`config.mk`:
```
export PLATFORM = sky130hd
export DESIGN_NAME = sprite_blitter
export DESIGN_NICKNAME = d
export VERILOG_FILES = /design/src/rtl/blit_pkg.sv /design/src/rtl/blit_raster_counter.sv /design/src/rtl/sprite_blitter.sv
export SDC_FILE = /design/constraint.sdc
export NUM_CORES = 1
export LEC_CHECK = 0
export CORE_MARGIN = 10
export CORE_UTILIZATION = 55
export DETAILED_ROUTE_END_ITERATION = 10
export PLACE_DENSITY = 0.81
export SLEW_MARGIN = 20
export SYNTH_ARGS = -nofsm -noshare
export SYNTH_HDL_FRONTEND = slang
export SYNTH_SLANG_ARGS = --single-unit
```
`constraint.sdc`:
```
create_clock -name Clk -period 3.8 [get_ports Clk]
set_input_delay 0.38 -clock Clk [delete_from_list [all_inputs] [get_ports Clk]]
set_output_delay 0.38 -clock Clk [all_outputs]
set_load 0.1 [all_outputs]
```
`src/rtl/blit_pkg.sv`:
```
// Shared constants and types for the sprite blitter: screen geometry, key colour,
// address/colour types and the command FSM states.
package blit_pkg;

    localparam int          FB_W      = 240;
    localparam int          FB_H      = 160;
    localparam int          FB_DEPTH  = 38400;
    localparam int          ADDR_W    = 19;
    localparam logic [23:0] KEY_COLOR = 24'hFF00FF;

    typedef logic [ADDR_W-1:0] addr_t;
    typedef logic [23:0]       rgb_t;

    typedef enum logic [2:0] {
        IDLE,
        RUN,
        DRAIN1,
        DRAIN2,
        DONE
    } blit_state_t;

endpackage

```
`src/rtl/blit_raster_counter.sv`:
```
// Raster walker for one blit: column/row counters, source row-base and read address,
// signed screen coordinates and the framebuffer row-offset accumulator.
module blit_raster_counter
    import blit_pkg::*;
(
    input  logic               clk,
    input  logic               rst,
    input  logic               load_i,
    input  logic               adv_i,
    input  addr_t              src_base_i,
    input  logic [9:0]         src_stride_i,
    input  logic [8:0]         width_i,
    input  logic [7:0]         height_i,
    input  logic signed [9:0]  dst_x_i,
    input  logic signed [8:0]  dst_y_i,
    output addr_t              src_addr_o,
    output logic signed [10:0] dx_o,
    output logic signed [10:0] dy_o,
    output logic signed [19:0] fb_row_o,
    output logic               last_o
);

    localparam logic signed [19:0] ROW_STEP = 20'(FB_W);

    logic [8:0]         col_q, col_d, width_q, width_d;
    logic [7:0]         row_q, row_d, height_q, height_d;
    logic [9:0]         stride_q, stride_d;
    logic signed [10:0] dst_x_q, dst_x_d, dx_q, dx_d, dy_q, dy_d;
    addr_t              row_base_q, row_base_d, addr_q, addr_d;
    logic signed [19:0] fb_row_q, fb_row_d, dst_y_ext;
    logic               row_end;

    assign row_end    = (col_q == width_q - 9'd1);
    assign last_o     = row_end && (row_q == height_q - 8'd1);
    assign dst_y_ext  = 20'(dst_y_i);
    assign src_addr_o = addr_q;
    assign dx_o       = dx_q;
    assign dy_o       = dy_q;
    assign fb_row_o   = fb_row_q;

    always_comb begin
        col_d      = col_q;
        row_d      = row_q;
        width_d    = width_q;
        height_d   = height_q;
        stride_d   = stride_q;
        dst_x_d    = dst_x_q;
        dx_d       = dx_q;
        dy_d       = dy_q;
        row_base_d = row_base_q;
        addr_d     = addr_q;
        fb_row_d   = fb_row_q;
        if (load_i) begin
            width_d    = width_i;
            height_d   = height_i;
            stride_d   = src_stride_i;
            dst_x_d    = 11'(dst_x_i);
            col_d      = '0;
            row_d      = '0;
            row_base_d = src_base_i;
            addr_d     = src_base_i;
            dx_d       = 11'(dst_x_i);
            dy_d       = 11'(dst_y_i);
            // dst_y * 240 by shift-and-subtract; later rows only ever add FB_W
            fb_row_d   = (dst_y_ext <<< 8) - (dst_y_ext <<< 4);
        end else if (adv_i) begin
            if (row_end) begin
                col_d      = '0;
                row_d      = row_q + 8'd1;
                row_base_d = row_base_q + addr_t'(stride_q);
                addr_d     = row_base_d;
                dx_d       = dst_x_q;
                dy_d       = dy_q + 11'sd1;
                fb_row_d   = fb_row_q + ROW_STEP;
            end else begin
                col_d  = col_q + 9'd1;
                addr_d = addr_q + addr_t'(1);
                dx_d   = dx_q + 11'sd1;
            end
        end
    end

    always_ff @(posedge clk) begin
        if (rst) begin
            col_q      <= '0;
            row_q      <= '0;
            width_q    <= '0;
            height_q   <= '0;
            stride_q   <= '0;
            dst_x_q    <= '0;
            dx_q       <= '0;
            dy_q       <= '0;
            row_base_q <= '0;
            addr_q     <= '0;
            fb_row_q   <= '0;
        end else begin
            col_q      <= col_d;
            row_q      <= row_d;
            width_q    <= width_d;
            height_q   <= height_d;
            stride_q   <= stride_d;
            dst_x_q    <= dst_x_d;
            dx_q       <= dx_d;
            dy_q       <= dy_d;
            row_base_q <= row_base_d;
            addr_q     <= addr_d;
            fb_row_q   <= fb_row_d;
        end
    end

endmodule

```
`src/rtl/sprite_blitter.sv`:
```
// Rectangle copy engine: source read -> clip/key gate -> framebuffer write, one pixel
// per clock.  state | meaning: IDLE wait start | RUN issue reads | DRAIN1/2 flush pipe | DONE pulse
module sprite_blitter
    import blit_pkg::*;
(
    input  logic              Clk,
    input  logic              Reset_h,
    input  logic              start,
    input  addr_t             src_base,
    input  logic [9:0]        src_stride,
    input  logic [8:0]        width,
    input  logic [7:0]        height,
    input  logic signed [9:0] dst_x,
    input  logic signed [8:0] dst_y,
    input  logic              key_en,
    output addr_t             src_read_address,
    input  rgb_t              src_data,
    output addr_t             fb_write_address,
    output rgb_t              fb_data_In,
    output logic              fb_we,
    output logic              busy,
    output logic              done
);

    localparam logic signed [10:0] FB_W_S = 11'(FB_W);
    localparam logic signed [10:0] FB_H_S = 11'(FB_H);

    blit_state_t        state_q, state_d;
    logic               load, adv, last;
    logic               key_en_q, key_en_d;
    logic signed [10:0] dx, dy;
    logic signed [19:0] fb_row;
    logic               s1_valid_q, s1_valid_d, s1_inb_q, s1_inb_d;
    addr_t              s1_addr_q, s1_addr_d;
    logic               wr;
    logic               fb_we_q, fb_we_d;
    addr_t              fb_addr_q, fb_addr_d;
    rgb_t               fb_data_q, fb_data_d;

    blit_raster_counter u_raster (
        .clk          (Clk),
        .rst          (Reset_h),
        .load_i       (load),
        .adv_i        (adv),
        .src_base_i   (src_base),
        .src_stride_i (src_stride),
        .width_i      (width),
        .height_i     (height),
        .dst_x_i      (dst_x),
        .dst_y_i      (dst_y),
        .src_addr_o   (src_read_address),
        .dx_o         (dx),
        .dy_o         (dy),
        .fb_row_o     (fb_row),
        .last_o       (last)
    );

    always_comb begin
        state_d = state_q;
        load    = 1'b0;
        adv     = 1'b0;
        case (state_q)
            IDLE: begin
                if (start) begin
                    if (width == '0 || height == '0) begin
                        state_d = DONE;
                    end else begin
                        state_d = RUN;
                        load    = 1'b1;
                    end
                end
            end
            RUN: begin
                if (last) state_d = DRAIN1;
                else      adv     = 1'b1;
            end
            DRAIN1:  state_d = DRAIN2;
            DRAIN2:  state_d = DONE;
            DONE:    state_d = IDLE;
            default: state_d = IDLE;
        endcase
    end

    // Stage 1 carries the pixel whose address is on the bus; stage 2 meets its data.
    always_comb begin
        key_en_d   = load ? key_en : key_en_q;
        s1_valid_d = (state_q == RUN);
        s1_inb_d   = (dx >= 0) && (dx < FB_W_S) && (dy >= 0) && (dy < FB_H_S);
        s1_addr_d  = addr_t'(fb_row + 20'(dx));
        wr         = s1_valid_q && s1_inb_q && !(key_en_q && (src_data == KEY_COLOR));
        fb_we_d    = wr;
        fb_addr_d  = wr ? s1_addr_q : fb_addr_q;
        fb_data_d  = wr ? src_data  : fb_data_q;
    end

    always_ff @(posedge Clk) begin
        if (Reset_h) begin
            state_q    <= IDLE;
            key_en_q   <= 1'b0;
            s1_valid_q <= 1'b0;
            s1_inb_q   <= 1'b0;
            s1_addr_q  <= '0;
            fb_we_q    <= 1'b0;
            fb_addr_q  <= '0;
            fb_data_q  <= '0;
        end else begin
            state_q    <= state_d;
            key_en_q   <= key_en_d;
            s1_valid_q <= s1_valid_d;
            s1_inb_q   <= s1_inb_d;
            s1_addr_q  <= s1_addr_d;
            fb_we_q    <= fb_we_d;
            fb_addr_q  <= fb_addr_d;
            fb_data_q  <= fb_data_d;
        end
    end

    assign fb_we            = fb_we_q;
    assign fb_write_address = fb_addr_q;
    assign fb_data_In       = fb_data_q;
    assign busy             = (state_q != IDLE);
    assign done             = (state_q == DONE);

endmodule

```
==> summary.md <==
| Metric | Value |
|---|---|
| Leakage | `4.78 nW` |
| Final setup violation count | `0` |
| Routed len/inst | `17.0 um` |
| Initial core utilization | `55.8%` |
| First-pass GRT wire length | `47,800 um` |
| Fin crit period | `3560 ps` |
| Final ANT Viol Nets | `0` |
| Max-cap violations | `0` |
| Synth async-reset ratio | `0%` |
| Antenna fix cells | `0` |
| Max rail drop VDD | `0.000322 V` |
| Die height | `160 um` |
| GRT Overall Usage | `21.8%` |
| Initial antenna violation count | `0` |
| Flops & latches, synth | `198` |
| Yosys cell types | `71` |
| RSZ-0062 raised after global routing | `false` |
| Power Total | `between 5 and 6 mW` |
| Vias in the first global route | `9,401` |
| Main synth FF type | `dfxtp_1` |
| Die X | `roughly 160 um` |
| Fin cells | `1,734` |
| CTS tree | `yes` |
| Post-synth top area cell | `dfxtp_1` |
| FF-to-FF End | `u_raster.dy_o[5]$_SDFFE_PP0P_` |
| Hold Path Depth | `2` |
| Post-synth EDFFs | `0` |
| Share of the synthesized area in the top cell type | `36.5%` |
| Reg2Reg Depth | `11` |
| DR iter-0 viols | `about 800` |
| RR Startpoint | `u_raster.width_q[0]$_SDFFE_PP0P_` |
| Syn. warnings | `0` |
| Root Driver | `clkbuf_16` |
| Post-synthesis area per instance | `8.12 um^2` |
| DR vias | `around 10,000` |
| GP Congestion | `0.902` |
| Total CTS buffers | `17` |
| Post_cts resized | `0` |
| Max Root-Sink Buffers | `2` |
| Largest net degree at the start of global routing | `88` |
| DRC viols | `0` |
| Worst min path class | `primary input to flip-flop` |
| WS Path Type | `flip-flop to flip-flop` |
| Cell Rows | `51` |
| Drt pass-1 iters | `5` |
| Period Utilization, post-route | `93.8%` |
| Port bufs | `approximately 160` |
| R2R setup slack | `240 ps` |
| CP max FO | `21` |
| DP HPWL | `21,300 um` |
| Critical path origin | `u_raster.width_q[0]$_SDFFE_PP0P_` |
| Vias per cell | `~5.8` |
| Critical path arrival | `~3900 ps` |
| F_max | `0.281 GHz` |
| Area contributors post-synth | `dfxtp_1 37%, nand2_1 6.4%, xnor2_1 5.7%` |
| Status | `finished clean` |
| Clock Latency Late Sink | `430 ps` |
| Hold endpoint | `u_raster.stride_q[7]$_SDFFE_PP0P_` |
| Clock skew | `about 13 ps` |
| Setup Buffers After CTS | `0` |
| Part of the Yosys area used for sequential elements | `36.5%` |
| Clock-pin transition on the worst setup and hold timing paths | `roughly 80 ps` |
| Area delta synth->final | `22.1%` |
| # nets final | `1,594` |
| Relative max-transition margin | `29.3%` |
| Hold Crit Start | `Reset_h` |
| Share of cells above drive strength 1 | `6.40%` |
| Final hold vios | `0` |
| DP Cell Count | `approximately 1,700` |
| Syn Nets | `between 1,000 and 1,500` |
| CP startpoint kind | `flip-flop` |
| Crit. End Element | `flip-flop` |
| Cell Area, Synth | `10,900 um^2` |
| Die Area | `between 20,000 and 30,000 um^2` |
| GR Overflow Total | `0` |
| Hold bufs inserted after CTS | `0` |
| Worst Tran Pin Value | `1060 ps` |
| PwrDens | `between 400 and 500 nW/um^2` |
| Core area | `19,500 um^2` |
| Slew Limit Fails | `0` |
| Final WL | `29,600 um` |
| Top-level I/O count | `~160` |
| Num Clock Sinks | `198` |
| Critical path required time | `4140 ps` |
| Fin util | `68.1%` |
| Setup TNS | `0 ps` |
| Mapped Cells | `1,337` |
| CTS HTree Levels | `4` |
==> area by class of cell <==
cell class | count | area [um^2]
Multi-Input combinational cell | 1021 | 6460
Fill cell | 1569 | 6210
Sequential cell | 198 | 3960
Timing Repair Buffer | 183 | 1780
Clock buffer | 18 | 439
Tap cell | 265 | 332
Inverter | 37 | 139
Clock inverter | 12 | 138
==> cell families after synthesis <==
| logic type | count (synthesis) | share of synthesized area [%] |
|---|---|---|
| compound gates | 273 | 16.5 |
| mux | 52 | 4.86 |
| simple gates | 548 | 24.2 |
| fa+ha+maj | 43 | 5.03 |
| xor+xnor | 105 | 8.47 |
| flops | 198 | 36.5 |
| buf+inv | 118 | 4.38 |
==> cell usage in the layout, fill, tap and decap left out, drive strengths merged, types with 4 or more instances in the layout <==
cell type and count:
xnor2 71, o2111ai 4, dfxtp 198, or3 8, clkdlybuf4s50 156, buf 27, a21o 9, o21ai 35
a31oi 15, and4 5, a2111oi 6, nor4b 5, nor3b 8, o211ai 9, and3 13, nand2b 8
o31ai 6, nand2 185, a211oi 38, and2 4, a21oi 90, clkbuf 18, nor2 156, ha 42
nor2b 9, nor3 49, o21bai 10, nand3 47, nor4 27, a311oi 12, inv 44, mux2i 46
a221oi 6, o21a 7, xor2 34, nand4 11, mux2 6
==> report_power, final <==
part	switching (mW)	leakage, nW	internal [mW]
clock	0.851	0.283	0.945
combinational	1.04	2.88	0.598
sequential	0.201	1.62	2.26
total	2.09	4.78	3.81
==> registers in the layout, indices dropped and copies added (netlist names), 10 cells and up <==
signal	count
fb_data_In	24
fb_write_address	19
s1_addr_q	19
u_raster.row_base_q	19
u_raster.src_addr_o	19
u_raster.fb_row_o	15
u_raster.dx_o	11
u_raster.dy_o	11
u_raster.dst_x_q	10
u_raster.stride_q	10
==> metrics by stage <==
step	worst slack, ps	area [um^2]	hold slack (ps)
3_3_place_gp	401	12700	441
3_5_place_dp	284	12700	450
4_1_cts	243	13200	420
5_1_grt	27.6	13300	445
6_report	237	13300	428
2_1_floorplan	810	10900	434
==> worst max-delay path: stages, from the launching register on <==
cell and delay (ps):
dfxtp_1 410, inv_1 70, ha_1 320, xor2_1 180, nor2_1 110, a211oi_1 60, or4_4 580, or3_2 690
buf_4 270, nor3_2 360, a31oi_1 140, a221oi_1 270
==> cells in the mapped netlist (7+ instances only) <==
library cell  number
a211oi_1          38
a21o_1             9
a21oi_1           90
a311oi_1          12
a31oi_1           15
and3_1            13
buf_1             12
buf_2             11
clkbuf_1          55
dfxtp_1          198
ha_1              42
inv_1             37
mux2i_1           46
nand2_1          185
nand2b_1           8
nand3_1           47
nand4_1           11
nor2_1           155
nor2b_1            9
nor3_1            46
nor3b_1            7
nor4_1            19
nor4_2             8
o211ai_1           9
o21a_1             7
o21ai_0           28
o21ai_1            7
o21bai_1          10
or3_1              8
xnor2_1           71
xor2_1            34
==> worst max path at each step <==
stage | end | slack, ps
4_1_cts | u_raster.dy_o[5]$_SDFFE_PP0P_ | 240
3_3_place_gp | u_raster.dy_o[5]$_SDFFE_PP0P_ | 400
3_5_place_dp | u_raster.dy_o[5]$_SDFFE_PP0P_ | 280
6_report | u_raster.dy_o[5]$_SDFFE_PP0P_ | 240
2_1_floorplan | done | 810
5_1_grt | u_raster.dy_o[5]$_SDFFE_PP0P_ | 30
==> metal layers <==
metal / share of wire, % / global-route usage (%) / vias to the layer above
met5: 0 / 0 / -
met4: 1.5 / 5.97 / 0
met3: 5.9 / 4.04 / 28
met2: 46 / 35.0 / 344
met1: 47 / 29.3 / 4733
li1: - / - / 4954
No activity file was read; power rests on OpenSTA's default activity.
